`config.mk`:
```
export PLATFORM = sky130hd
export DESIGN_NAME = extmem_arbiter_flat
export DESIGN_NICKNAME = d
export VERILOG_FILES = /design/src/rtl/extmem_arbiter_if.sv /design/src/rtl/extmem_arbiter.sv /design/src/flat_wrapper.sv
export SDC_FILE = /design/constraint.sdc
export NUM_CORES = 1
export LEC_CHECK = 0
export BUFFER_PORTS_ARGS = -buffer_cell sky130_fd_sc_hd__buf_2
export CORE_ASPECT_RATIO = 0.75
export CORE_MARGIN = 5
export CORE_UTILIZATION = 48
export DETAILED_ROUTE_END_ITERATION = 10
export GPL_TIMING_DRIVEN = 0
export PLACE_DENSITY = 0.85
export SLEW_MARGIN = 20
export SYNTH_ARGS = -nofsm -noshare
export SYNTH_HDL_FRONTEND = slang
export SYNTH_SLANG_ARGS = --single-unit
```
`constraint.sdc`:
```
create_clock -name ph1 -period 4.7 [get_ports ph1]
set_clock_uncertainty 0.05 [all_clocks]
set_input_delay 0.47 -clock ph1 [delete_from_list [all_inputs] [get_ports ph1]]
set_output_delay 0.47 -clock ph1 [all_outputs]
set_load 0.02 [all_outputs]
```
`src/rtl/extmem_arbiter_if.sv`:
```
// Bus bundle between the two requesters, the arbiter and the external memory.
// Handshake: a requester raises *_req with its address/data stable and holds them until
// the matching *_ack pulse (one cycle); the memory ends an access by raising mem_done.
interface extmem_arbiter_if;
   logic        i_req;
   logic [12:0] i_adr;
   logic        i_ack;
   logic [31:0] i_rdata;

   logic        d_req;
   logic        d_rwb;
   logic [12:0] d_adr;
   logic [31:0] d_wdata;
   logic [3:0]  d_byteen;
   logic        d_ack;
   logic [31:0] d_rdata;

   logic [12:0] mem_adr;
   logic [31:0] mem_wdata;
   logic [31:0] mem_rdata;
   logic [3:0]  mem_byteen;
   logic        mem_rwb;
   logic        mem_en;
   logic        mem_done;

   logic [1:0]  grant;
   logic        err;

   modport slave (
      input  i_req, i_adr, d_req, d_rwb, d_adr, d_wdata, d_byteen, mem_rdata, mem_done,
      output i_ack, i_rdata, d_ack, d_rdata, mem_adr, mem_wdata, mem_byteen, mem_rwb,
             mem_en, grant, err
   );

   modport master (
      output i_req, i_adr, d_req, d_rwb, d_adr, d_wdata, d_byteen, mem_rdata, mem_done,
      input  i_ack, i_rdata, d_ack, d_rdata, mem_adr, mem_wdata, mem_byteen, mem_rwb,
             mem_en, grant, err
   );
endinterface

```
`src/rtl/extmem_arbiter.sv`:
```
// Round-robin arbiter and access sequencer sharing one external memory between the
// instruction-fetch port (read-only) and the data port (read/write).
module extmem_arbiter #(
   parameter int MIN_CYCLES = 2,
   parameter int TIMEOUT    = 64
) (
   input  logic            ph1,
   input  logic            reset,
   extmem_arbiter_if.slave bus,
   output logic [1:0]      state_dbg
);

   localparam int CW = $clog2(TIMEOUT + 1);

   typedef enum logic [1:0] {
      IDLE   = 2'd0,
      ACCESS = 2'd1,
      DONE   = 2'd2
   } state_t;

   state_t        state_q, state_d;
   logic [CW-1:0] cnt_q, cnt_d;
   logic          last_q, last_d;   // 0 = I served last, 1 = D served last
   logic [12:0]   mem_adr_q, mem_adr_d;
   logic [31:0]   mem_wdata_q, mem_wdata_d;
   logic [3:0]    mem_byteen_q, mem_byteen_d;
   logic          mem_rwb_q, mem_rwb_d;
   logic          mem_en_q, mem_en_d;
   logic [1:0]    grant_q, grant_d;
   logic          i_ack_q, i_ack_d;
   logic          d_ack_q, d_ack_d;
   logic [31:0]   i_rdata_q, i_rdata_d;
   logic [31:0]   d_rdata_q, d_rdata_d;
   logic          err_q, err_d;
   logic          pick_d;
   logic          complete;

   always_comb begin
      state_d      = state_q;
      cnt_d        = cnt_q;
      last_d       = last_q;
      mem_adr_d    = mem_adr_q;
      mem_wdata_d  = mem_wdata_q;
      mem_byteen_d = mem_byteen_q;
      mem_rwb_d    = mem_rwb_q;
      mem_en_d     = mem_en_q;
      grant_d      = grant_q;
      i_ack_d      = 1'b0;
      d_ack_d      = 1'b0;
      i_rdata_d    = i_rdata_q;
      d_rdata_d    = d_rdata_q;
      err_d        = err_q;
      pick_d       = 1'b0;
      complete     = 1'b0;

      case (state_q)
         IDLE: begin
            // On a tie the port that was not served last wins.
            pick_d = bus.d_req && (!bus.i_req || !last_q);
            if (bus.i_req || bus.d_req) begin
               if (pick_d) begin
                  mem_adr_d    = bus.d_adr;
                  mem_rwb_d    = bus.d_rwb;
                  mem_wdata_d  = bus.d_wdata;
                  mem_byteen_d = bus.d_rwb ? 4'b0000 : bus.d_byteen;
                  grant_d      = 2'b10;
               end else begin
                  mem_adr_d    = bus.i_adr;
                  mem_rwb_d    = 1'b1;
                  mem_byteen_d = 4'b0000;
                  grant_d      = 2'b01;
               end
               mem_en_d = 1'b1;
               cnt_d    = '0;
               state_d  = ACCESS;
            end
         end

         ACCESS: begin
            if (cnt_q != CW'(TIMEOUT)) cnt_d = cnt_q + 1'b1;
            complete = ((cnt_q >= CW'(MIN_CYCLES - 1)) && bus.mem_done) ||
                       (cnt_q == CW'(TIMEOUT - 1));
            if (complete) begin
               if (grant_q[0]) begin
                  i_rdata_d = bus.mem_rdata;
                  i_ack_d   = 1'b1;
                  last_d    = 1'b0;
               end else begin
                  if (mem_rwb_q) d_rdata_d = bus.mem_rdata;
                  d_ack_d = 1'b1;
                  last_d  = 1'b1;
               end
               // Completing without mem_done can only mean the timeout fired.
               if (!bus.mem_done) err_d = 1'b1;
               mem_en_d     = 1'b0;
               mem_rwb_d    = 1'b1;
               mem_byteen_d = 4'b0000;
               grant_d      = 2'b00;
               state_d      = DONE;
            end
         end

         DONE: state_d = IDLE;

         default: state_d = IDLE;
      endcase
   end

   always_ff @(posedge ph1 or posedge reset) begin
      if (reset) begin
         state_q      <= IDLE;
         cnt_q        <= '0;
         last_q       <= 1'b1;
         mem_adr_q    <= '0;
         mem_wdata_q  <= '0;
         mem_byteen_q <= '0;
         mem_rwb_q    <= 1'b1;
         mem_en_q     <= 1'b0;
         grant_q      <= 2'b00;
         i_ack_q      <= 1'b0;
         d_ack_q      <= 1'b0;
         i_rdata_q    <= '0;
         d_rdata_q    <= '0;
         err_q        <= 1'b0;
      end else begin
         state_q      <= state_d;
         cnt_q        <= cnt_d;
         last_q       <= last_d;
         mem_adr_q    <= mem_adr_d;
         mem_wdata_q  <= mem_wdata_d;
         mem_byteen_q <= mem_byteen_d;
         mem_rwb_q    <= mem_rwb_d;
         mem_en_q     <= mem_en_d;
         grant_q      <= grant_d;
         i_ack_q      <= i_ack_d;
         d_ack_q      <= d_ack_d;
         i_rdata_q    <= i_rdata_d;
         d_rdata_q    <= d_rdata_d;
         err_q        <= err_d;
      end
   end

   assign bus.mem_adr    = mem_adr_q;
   assign bus.mem_wdata  = mem_wdata_q;
   assign bus.mem_byteen = mem_byteen_q;
   assign bus.mem_rwb    = mem_rwb_q;
   assign bus.mem_en     = mem_en_q;
   assign bus.grant      = grant_q;
   assign bus.i_ack      = i_ack_q;
   assign bus.d_ack      = d_ack_q;
   assign bus.i_rdata    = i_rdata_q;
   assign bus.d_rdata    = d_rdata_q;
   assign bus.err        = err_q;
   assign state_dbg      = state_q;

endmodule

```
`src/flat_wrapper.sv`:
```
// flat-port wrapper written by rule: the top's interface ports become plain ports
module extmem_arbiter_flat 
#(
   parameter int MIN_CYCLES = 2,
   parameter int TIMEOUT    = 64
)
  (ph1, reset, state_dbg, bus_i_req, bus_i_adr, bus_d_req, bus_d_rwb, bus_d_adr, bus_d_wdata, bus_d_byteen, bus_mem_rdata, bus_mem_done, bus_i_ack, bus_i_rdata, bus_d_ack, bus_d_rdata, bus_mem_adr, bus_mem_wdata, bus_mem_byteen, bus_mem_rwb, bus_mem_en, bus_grant, bus_err);
  extmem_arbiter_if bus_i ();
  input  logic ph1;
  input  logic reset;
  output logic [1:0] state_dbg;
  input wire logic [$bits(bus_i.i_req)-1:0] bus_i_req;
  input wire logic [$bits(bus_i.i_adr)-1:0] bus_i_adr;
  input wire logic [$bits(bus_i.d_req)-1:0] bus_d_req;
  input wire logic [$bits(bus_i.d_rwb)-1:0] bus_d_rwb;
  input wire logic [$bits(bus_i.d_adr)-1:0] bus_d_adr;
  input wire logic [$bits(bus_i.d_wdata)-1:0] bus_d_wdata;
  input wire logic [$bits(bus_i.d_byteen)-1:0] bus_d_byteen;
  input wire logic [$bits(bus_i.mem_rdata)-1:0] bus_mem_rdata;
  input wire logic [$bits(bus_i.mem_done)-1:0] bus_mem_done;
  output wire logic [$bits(bus_i.i_ack)-1:0] bus_i_ack;
  output wire logic [$bits(bus_i.i_rdata)-1:0] bus_i_rdata;
  output wire logic [$bits(bus_i.d_ack)-1:0] bus_d_ack;
  output wire logic [$bits(bus_i.d_rdata)-1:0] bus_d_rdata;
  output wire logic [$bits(bus_i.mem_adr)-1:0] bus_mem_adr;
  output wire logic [$bits(bus_i.mem_wdata)-1:0] bus_mem_wdata;
  output wire logic [$bits(bus_i.mem_byteen)-1:0] bus_mem_byteen;
  output wire logic [$bits(bus_i.mem_rwb)-1:0] bus_mem_rwb;
  output wire logic [$bits(bus_i.mem_en)-1:0] bus_mem_en;
  output wire logic [$bits(bus_i.grant)-1:0] bus_grant;
  output wire logic [$bits(bus_i.err)-1:0] bus_err;
  assign bus_i.i_req = bus_i_req;
  assign bus_i.i_adr = bus_i_adr;
  assign bus_i.d_req = bus_d_req;
  assign bus_i.d_rwb = bus_d_rwb;
  assign bus_i.d_adr = bus_d_adr;
  assign bus_i.d_wdata = bus_d_wdata;
  assign bus_i.d_byteen = bus_d_byteen;
  assign bus_i.mem_rdata = bus_mem_rdata;
  assign bus_i.mem_done = bus_mem_done;
  assign bus_i_ack = bus_i.i_ack;
  assign bus_i_rdata = bus_i.i_rdata;
  assign bus_d_ack = bus_i.d_ack;
  assign bus_d_rdata = bus_i.d_rdata;
  assign bus_mem_adr = bus_i.mem_adr;
  assign bus_mem_wdata = bus_i.mem_wdata;
  assign bus_mem_byteen = bus_i.mem_byteen;
  assign bus_mem_rwb = bus_i.mem_rwb;
  assign bus_mem_en = bus_i.mem_en;
  assign bus_grant = bus_i.grant;
  assign bus_err = bus_i.err;
  extmem_arbiter #(.MIN_CYCLES(MIN_CYCLES), .TIMEOUT(TIMEOUT)) u_core (.ph1(ph1), .reset(reset), .bus(bus_i), .state_dbg(state_dbg));
endmodule
```
==> metrics.cfg, run 1 <==
[worst_setup_path]
crit_arrival_ns=2.53
r2r_cells=7
critPathLaunchType=flop
crit_path_max_fanout=10
critPathKind=flop to flop
end_kind=flop
r2r_start=u_core.cnt_q[1]$_DFFE_PP0P_
r2r_setup_slack_ns=2.39
reg2reg_to=u_core.bus.i_rdata[25]$_DFFE_PP0P_
crit_required_ns=4.93

[sta]
slew_headroom_pct=60.5
fin_crit_sh_pct=49.1
drv_slew=0
setup_viol=0
period_needed_ns=2.31
tns_ns=0
max_freq_mhz=433
hold_ws_ns=0.0420
grt_setup_unrepaired=false
finalHoldViolations=0
worst_pin_slew_ns=0.589

[final_layout]
layout.nets=749
final_cell_area_um2=7190
diodes=0
syn_to_final_growth_pct=35.7
fill_cells=819
drive_gt1_share_pct=51.3
regArea_um2=3260
multi_input_area_um2=1870

[clock_network]
cts.htree.levels=4
clock_sinks=130
clock_path_buffers=2
clk_pin_slew_worst_paths_ns=0.06
root_buffer=clkbuf_16
numCtsBuffers=17
cts_setup_buffers=0
clkLatencyLatePin_ns=0.40
ctsHoldBuffers=0
cts-resized-gates=0
cts_tree=yes

[floorplanning]
num_io_pins=222
dieArea_um2=13300
die_h_um=101
std_cell_rows=33
core_region_area_um2=10900
initial_core_util_pct=48.8
die-width_um=131

[route]
drt-initial-drc-count=160
drt_pass1_iterations=4
vias_per_cell=5.08
drc=0
totalWireLength_um=13700
wl_per_cell_um=17.1
ant_nets=0
vias=4058

[place]
dp_hpwl_um=10200
io_buffers=221
placed_cell_area_um2=6610
place.gp.congestion=0.837

[global_routing]
grt_overflow=0
grt_max_degree=84
grt_pass1_vias=4401
grt.total_usage_pct=20.9
grt_pass1_wl_um=22300
antenna_found_initial=0

[synth]
ys_warn_count=0
synth-seq-area-share_pct=61.5
ys.flop_type=dfrtp_1
synth_area_um2=5300
synth_edf_count=0
ys_types=41
syn_inst=405
synth_nets=508
ys_seq_elements=130
synth_area_per_cell_um2=13.1
async_flop_share_pct=100

[power_and_ir_drop]
power_density_nw_per_um2=796
ir_drop_mv=0.339
p_total_mw=5.72
leakage_nw=3.82

[worst_hold_path]
hold_path.class=input port to async pin

[run_status]
status=complete, no violations

[flow_run]
max_cap_violations=0

## routing by layer
| metal | track usage [%] | vias to the layer above | wire length [um] |
|---|---|---|---|
| li1 | - | 1878 | - |
| met1 | 25.8 | 1994 | 5710 |
| met2 | 35.1 | 171 | 6760 |
| met3 | 6.89 | 15 | 1070 |
| met4 | 6.64 | 0 | 151 |
| met5 | 0 | - | 0 |
## cell type report
type,instances,share of cell area (%)
clock buffers,19,6.30
multi-input cells,248,26.1
plain buffers,20,1.95
repair buffers,222,15.8
inverters,7,0.435
well taps,140,2.44
flip-flops and latches,130,45.3
clock inverters,13,1.76
## critical path, cell delays in order (launching register included)
cell and delay, ns:
dfrtp_1 0.41, inv_1 0.10, ha_1 0.20, nor4_2 0.38, a211oi_4 0.15, o21ai_4 0.28, buf_4 0.25, mux2_2 0.36
## where the power goes
part	switching, mW	internal, mW
logic	1.45	1.04
registers	0.325	1.65
clock network	0.494	0.764
total	2.27	3.46
## sequential cells by signal, indices dropped and copies added (netlist names)
signal,count
u_core.bus.d_rdata,32
u_core.bus.d_ack,1
u_core.bus.mem_rwb,1
u_core.bus.mem_byteen,4
u_core.bus.mem_adr,13
u_core.last_q,1
u_core.cnt_q,7
u_core.bus.err,1
u_core.bus.grant,2
u_core.bus.mem_en,1
u_core.bus.i_rdata,32
u_core.bus.i_ack,1
u_core.state_dbg,2
u_core.bus.mem_wdata,32
## metrics by stage
step | setup slack [ns] | utilization (%) | std cells
floorplan | 0.714 | - | 405
global placement | -0.482 | 60.6 | 766
detailed placement | 2.37 | 60.9 | 767
CTS | 2.36 | 66.2 | 799
global route | 2.26 | 66.2 | 799
finish | 2.39 | 66.2 | 799
## cells by family after synthesis
family,Yosys count,synth area share [%]
compound gates,39,6.52
xor+xnor,1,0.165
buf+inv,27,3.14
simple gates,138,11.7
mux,67,16.3
flops,130,61.5
fa+ha+maj,3,0.709
## placed cells by master, fill, tap and decap left out, types with 2 or more instances in the layout
cell type,n
o21ai_0,4
nand2_1,102
o31ai_1,2
buf_2,222
clkinv_4,5
nor4_4,2
nand3_1,6
dfrtp_1,128
and3_1,12
inv_6,5
nor2_1,7
mux2_2,32
dfstp_2,2
inv_1,6
clkbuf_16,17
clkbuf_8,2
buf_12,3
clkinv_2,2
buf_4,4
a21o_1,2
mux2_4,30
a31o_2,3
clkbuf_1,12
a31oi_1,2
a32o_1,4
ha_1,3
nor3_1,2
mux2i_1,2
a221o_1,12
mux2_1,3
a21oi_1,3
## synthesized netlist by cell type (all sizes together) (2+ instances only)
master / n / area (um2)
o31ai: 2 / 15.0
a21o: 2 / 15.0
nor4: 3 / 55.1
clkbuf: 12 / 45.0
a32o: 4 / 40.0
and3: 12 / 75.1
and2: 2 / 13.8
a221o: 12 / 120
mux2i: 2 / 20.0
a31oi: 2 / 12.5
nand2: 102 / 383
o21ai: 6 / 41.3
nand3: 6 / 30.0
a31o: 3 / 26.3
ha: 3 / 37.5
dfrtp: 128 / 3200
dfstp: 2 / 52.6
nor2: 7 / 26.3
inv: 7 / 26.3
a21oi: 3 / 15.0
buf: 8 / 95.1
nor3: 2 / 10.0
mux2: 65 / 845
## how the worst max path moves through the flow
stage                                startpoint                                    to  slack [ns]  cells past startpoint
global placement                          reset  u_core.bus.mem_wdata[16]$_DFFE_PP0P_       -0.48                      2
detailed placement  u_core.cnt_q[1]$_DFFE_PP0P_    u_core.bus.i_rdata[25]$_DFFE_PP0P_        2.37                      7
floorplan                                 reset            u_core.bus.d_ack$_DFF_PP0_        0.71                      1
finish              u_core.cnt_q[1]$_DFFE_PP0P_    u_core.bus.i_rdata[25]$_DFFE_PP0P_        2.39                      7
global route        u_core.cnt_q[1]$_DFFE_PP0P_    u_core.bus.i_rdata[25]$_DFFE_PP0P_        2.26                      7
CTS                 u_core.cnt_q[1]$_DFFE_PP0P_    u_core.bus.i_rdata[25]$_DFFE_PP0P_        2.36                      7
Note: power is estimated with default switching activity, not from simulation.
==> inputs of run 2 (changes only) <==
Settings changed: CORE_UTILIZATION 48 to 43, PLACE_DENSITY 0.85 to 0.81.
Clock period 4.7 ns to 2 ns, I/O delays scaled along.
==> run 2 against run 1 <==
  * The run now ends with negative setup slack left
  * Power increased by 150%
  * Count of clock-buffer cells in the layout is the same
  * Register-to-register slack got worse by 2.5 ns
  * Worst setup slack worse by 2.5 ns
  * Hold slack gained 0.033 ns
  * Highest routed layer unchanged
==> metrics.cfg, run 2 (synthesis gave the netlist of run 1 again) <==
[run_status]
status=complete, but fails checks
violations=negative setup slack

[sta]
period_needed_ns=2.08  ; -0.230 ns
drv_slew=0  ; unchanged
tns_ns=-3.20  ; -3.20 ns
finalHoldViolations=0  ; unchanged
grt_setup_unrepaired=true
worst_pin_slew_ns=0.658  ; +0.0687 ns
setup_viol=60  ; +60
max_freq_mhz=481  ; +11%
slew_headroom_pct=56.1  ; -4.4 points
finalWorstSetupSlack_ns=-0.0772  ; -2.47 ns
fin_crit_sh_pct=104  ; +55 points

[place]
dp_hpwl_um=10200  ; -0.81%
io_buffers=221  ; unchanged
place.gp.congestion=0.787  ; -6.0%

[worst_setup_path]
r2r_setup_slack_ns=-0.08  ; -2.47 ns
crit_path_max_fanout=10  ; unchanged
crit_arrival_ns=2.31  ; -0.22 ns
slowest_stage=dfrtp_2
critPathKind=flop to flop
worstPathCellList=buf_6 > nor4_4 > a211oi_4 > o21ai_4 > buf_12 > buf_8 > mux2_2
r2r_cells=7  ; unchanged
end_kind=flop
critPathMaxStageDelay_ns=0.47  ; +0.06 ns
r2r_start=u_core.cnt_q[0]$_DFFE_PP0P_
critPathLaunchType=flop
crit_required_ns=2.23  ; -2.70 ns
reg2reg_to=u_core.bus.i_rdata[11]$_DFFE_PP0P_

[final_layout]
layout_commonest_cell=buf_2
syn_to_final_growth_pct=57.8
drive_gt1_share_pct=49.1  ; -2.1 points
diodes=0  ; unchanged
finalCoreUtilization_pct=68.6  ; +2.4 points
final_cell_mix=buf_2 (223), dfrtp_1 (125), nand2_1 (102)
layout.nets=849  ; +13%

[global_routing]
grt.total_usage_pct=21.7  ; +0.80 points
antenna_found_initial=0  ; unchanged
grt_overflow=0  ; unchanged
grt_pass1_wl_um=25600  ; +15%
grt_max_degree=36  ; -57%
grt_pass1_vias=4956  ; +13%

[power_and_ir_drop]
power_density_nw_per_um2=1690  ; +110%
ir_drop_mv=0.871  ; +160%
leakage_nw=4.33  ; +13%

[route]
vias_per_cell=4.91  ; -3.3%
vias=4542  ; +12%
drc=0  ; unchanged
totalWireLength_um=15900  ; +16%
wl_per_cell_um=17.1  ; about the same
drt_pass1_iterations=5  ; +1
drt-initial-drc-count=198  ; +24%
ant_nets=0  ; unchanged

[clock_network]
root_buffer=clkbuf_16
cts_tree=yes
clock_sinks=130  ; unchanged
cts.htree.levels=4  ; unchanged
numCtsBuffers=17  ; unchanged
clk_pin_slew_worst_paths_ns=0.06  ; about the same
clkLatencyLatePin_ns=0.40  ; about the same
clock_path_buffers=2  ; unchanged

[worst_hold_path]
min_from=bus_d_rwb
hold_path.class=input port to flop
min_path_cells=3
min_to=u_core.bus.mem_rwb$_DFFE_PP1P_

[floorplanning]
std_cell_rows=35  ; +6.1%
num_io_pins=222  ; unchanged
initial_core_util_pct=43.5  ; -5.3 points
die_h_um=106  ; +5.1%
dieArea_um2=14700  ; +11%
core_region_area_um2=12200  ; +12%
die-width_um=138  ; +5.2%

[flow_run]
max_cap_violations=0  ; unchanged

run 2: critical path: cells and delay by family (launching register included):
family	cells	cell delay (ns)
mux	1	0.34
compound gates	2	0.31
simple gates	1	0.34
flops	1	0.47
buf+inv	3	0.45
run 2: layout make-up:
class	count	area (um2)
repair buffers	322	2140
plain buffers	20	173
well taps	166	208
inverters	7	32.5
fillers	876	3820
multi-input cells	248	1980
clock buffers	19	443
clock inverters	13	126
flip-flops and latches	130	3260
run 2: where the power goes:
part	internal [mW]	switching [mW]
Combinational	2.85	3.59
Sequential	3.89	0.807
Clock	1.76	1.18
Total	8.50	5.58
run 2: worst max-delay path by stage:
stage,start,depth (start not counted),end
after global placement,reset,2,u_core.cnt_q[0]$_DFFE_PP0P_
after CTS,u_core.cnt_q[1]$_DFFE_PP0P_,10,u_core.bus.i_rdata[30]$_DFFE_PP0P_
final,u_core.cnt_q[0]$_DFFE_PP0P_,7,u_core.bus.i_rdata[11]$_DFFE_PP0P_
after detailed placement,u_core.cnt_q[1]$_DFFE_PP0P_,7,u_core.bus.i_rdata[22]$_DFFE_PP0P_
after global routing,u_core.cnt_q[0]$_DFFE_PP0P_,7,u_core.bus.i_rdata[15]$_DFFE_PP0P_
after floorplan,u_core.cnt_q[1]$_DFFE_PP0P_,7,u_core.bus.i_rdata[10]$_DFFE_PP0P_
run 2: stage by stage:
stage          area, um2  power, mW  hold slack (ns)  instances  worst slack, ns
2_1_floorplan       5320       8.51            0.255        405          -0.0166
3_3_place_gp        6630       10.3            0.339        792           -0.720
3_5_place_dp        6690       10.5            0.280        795           -0.308
4_1_cts             8280       13.9          0.00502        921          -0.0559
5_1_grt             8360       14.8           0.0701        925           -0.124
6_report            8360       14.1           0.0748        925          -0.0772
run 2: metal layers:
layer / track usage, % / share of wire [%] / routed length, um / vias up
li1: - / - / - / 2083
met1: 24.8 / 39 / 6220 / 2247
met2: 38.8 / 53 / 8470 / 186
met3: 5.89 / 5.6 / 889 / 26
met4: 8.67 / 1.8 / 285 / 0
met5: 0 / 0 / 0 / -
run 2: timing repair:
item / in CTS / in global routing
cloned: 1 / 0
pin swaps: 4 / 4
endpoints found under the setup margin: 80 / 112
gates resized for setup: 26 / 20
endpoints found under the hold margin: 133 / 1
hold buffers: 80 / 1
buffers inserted: 13 / 4
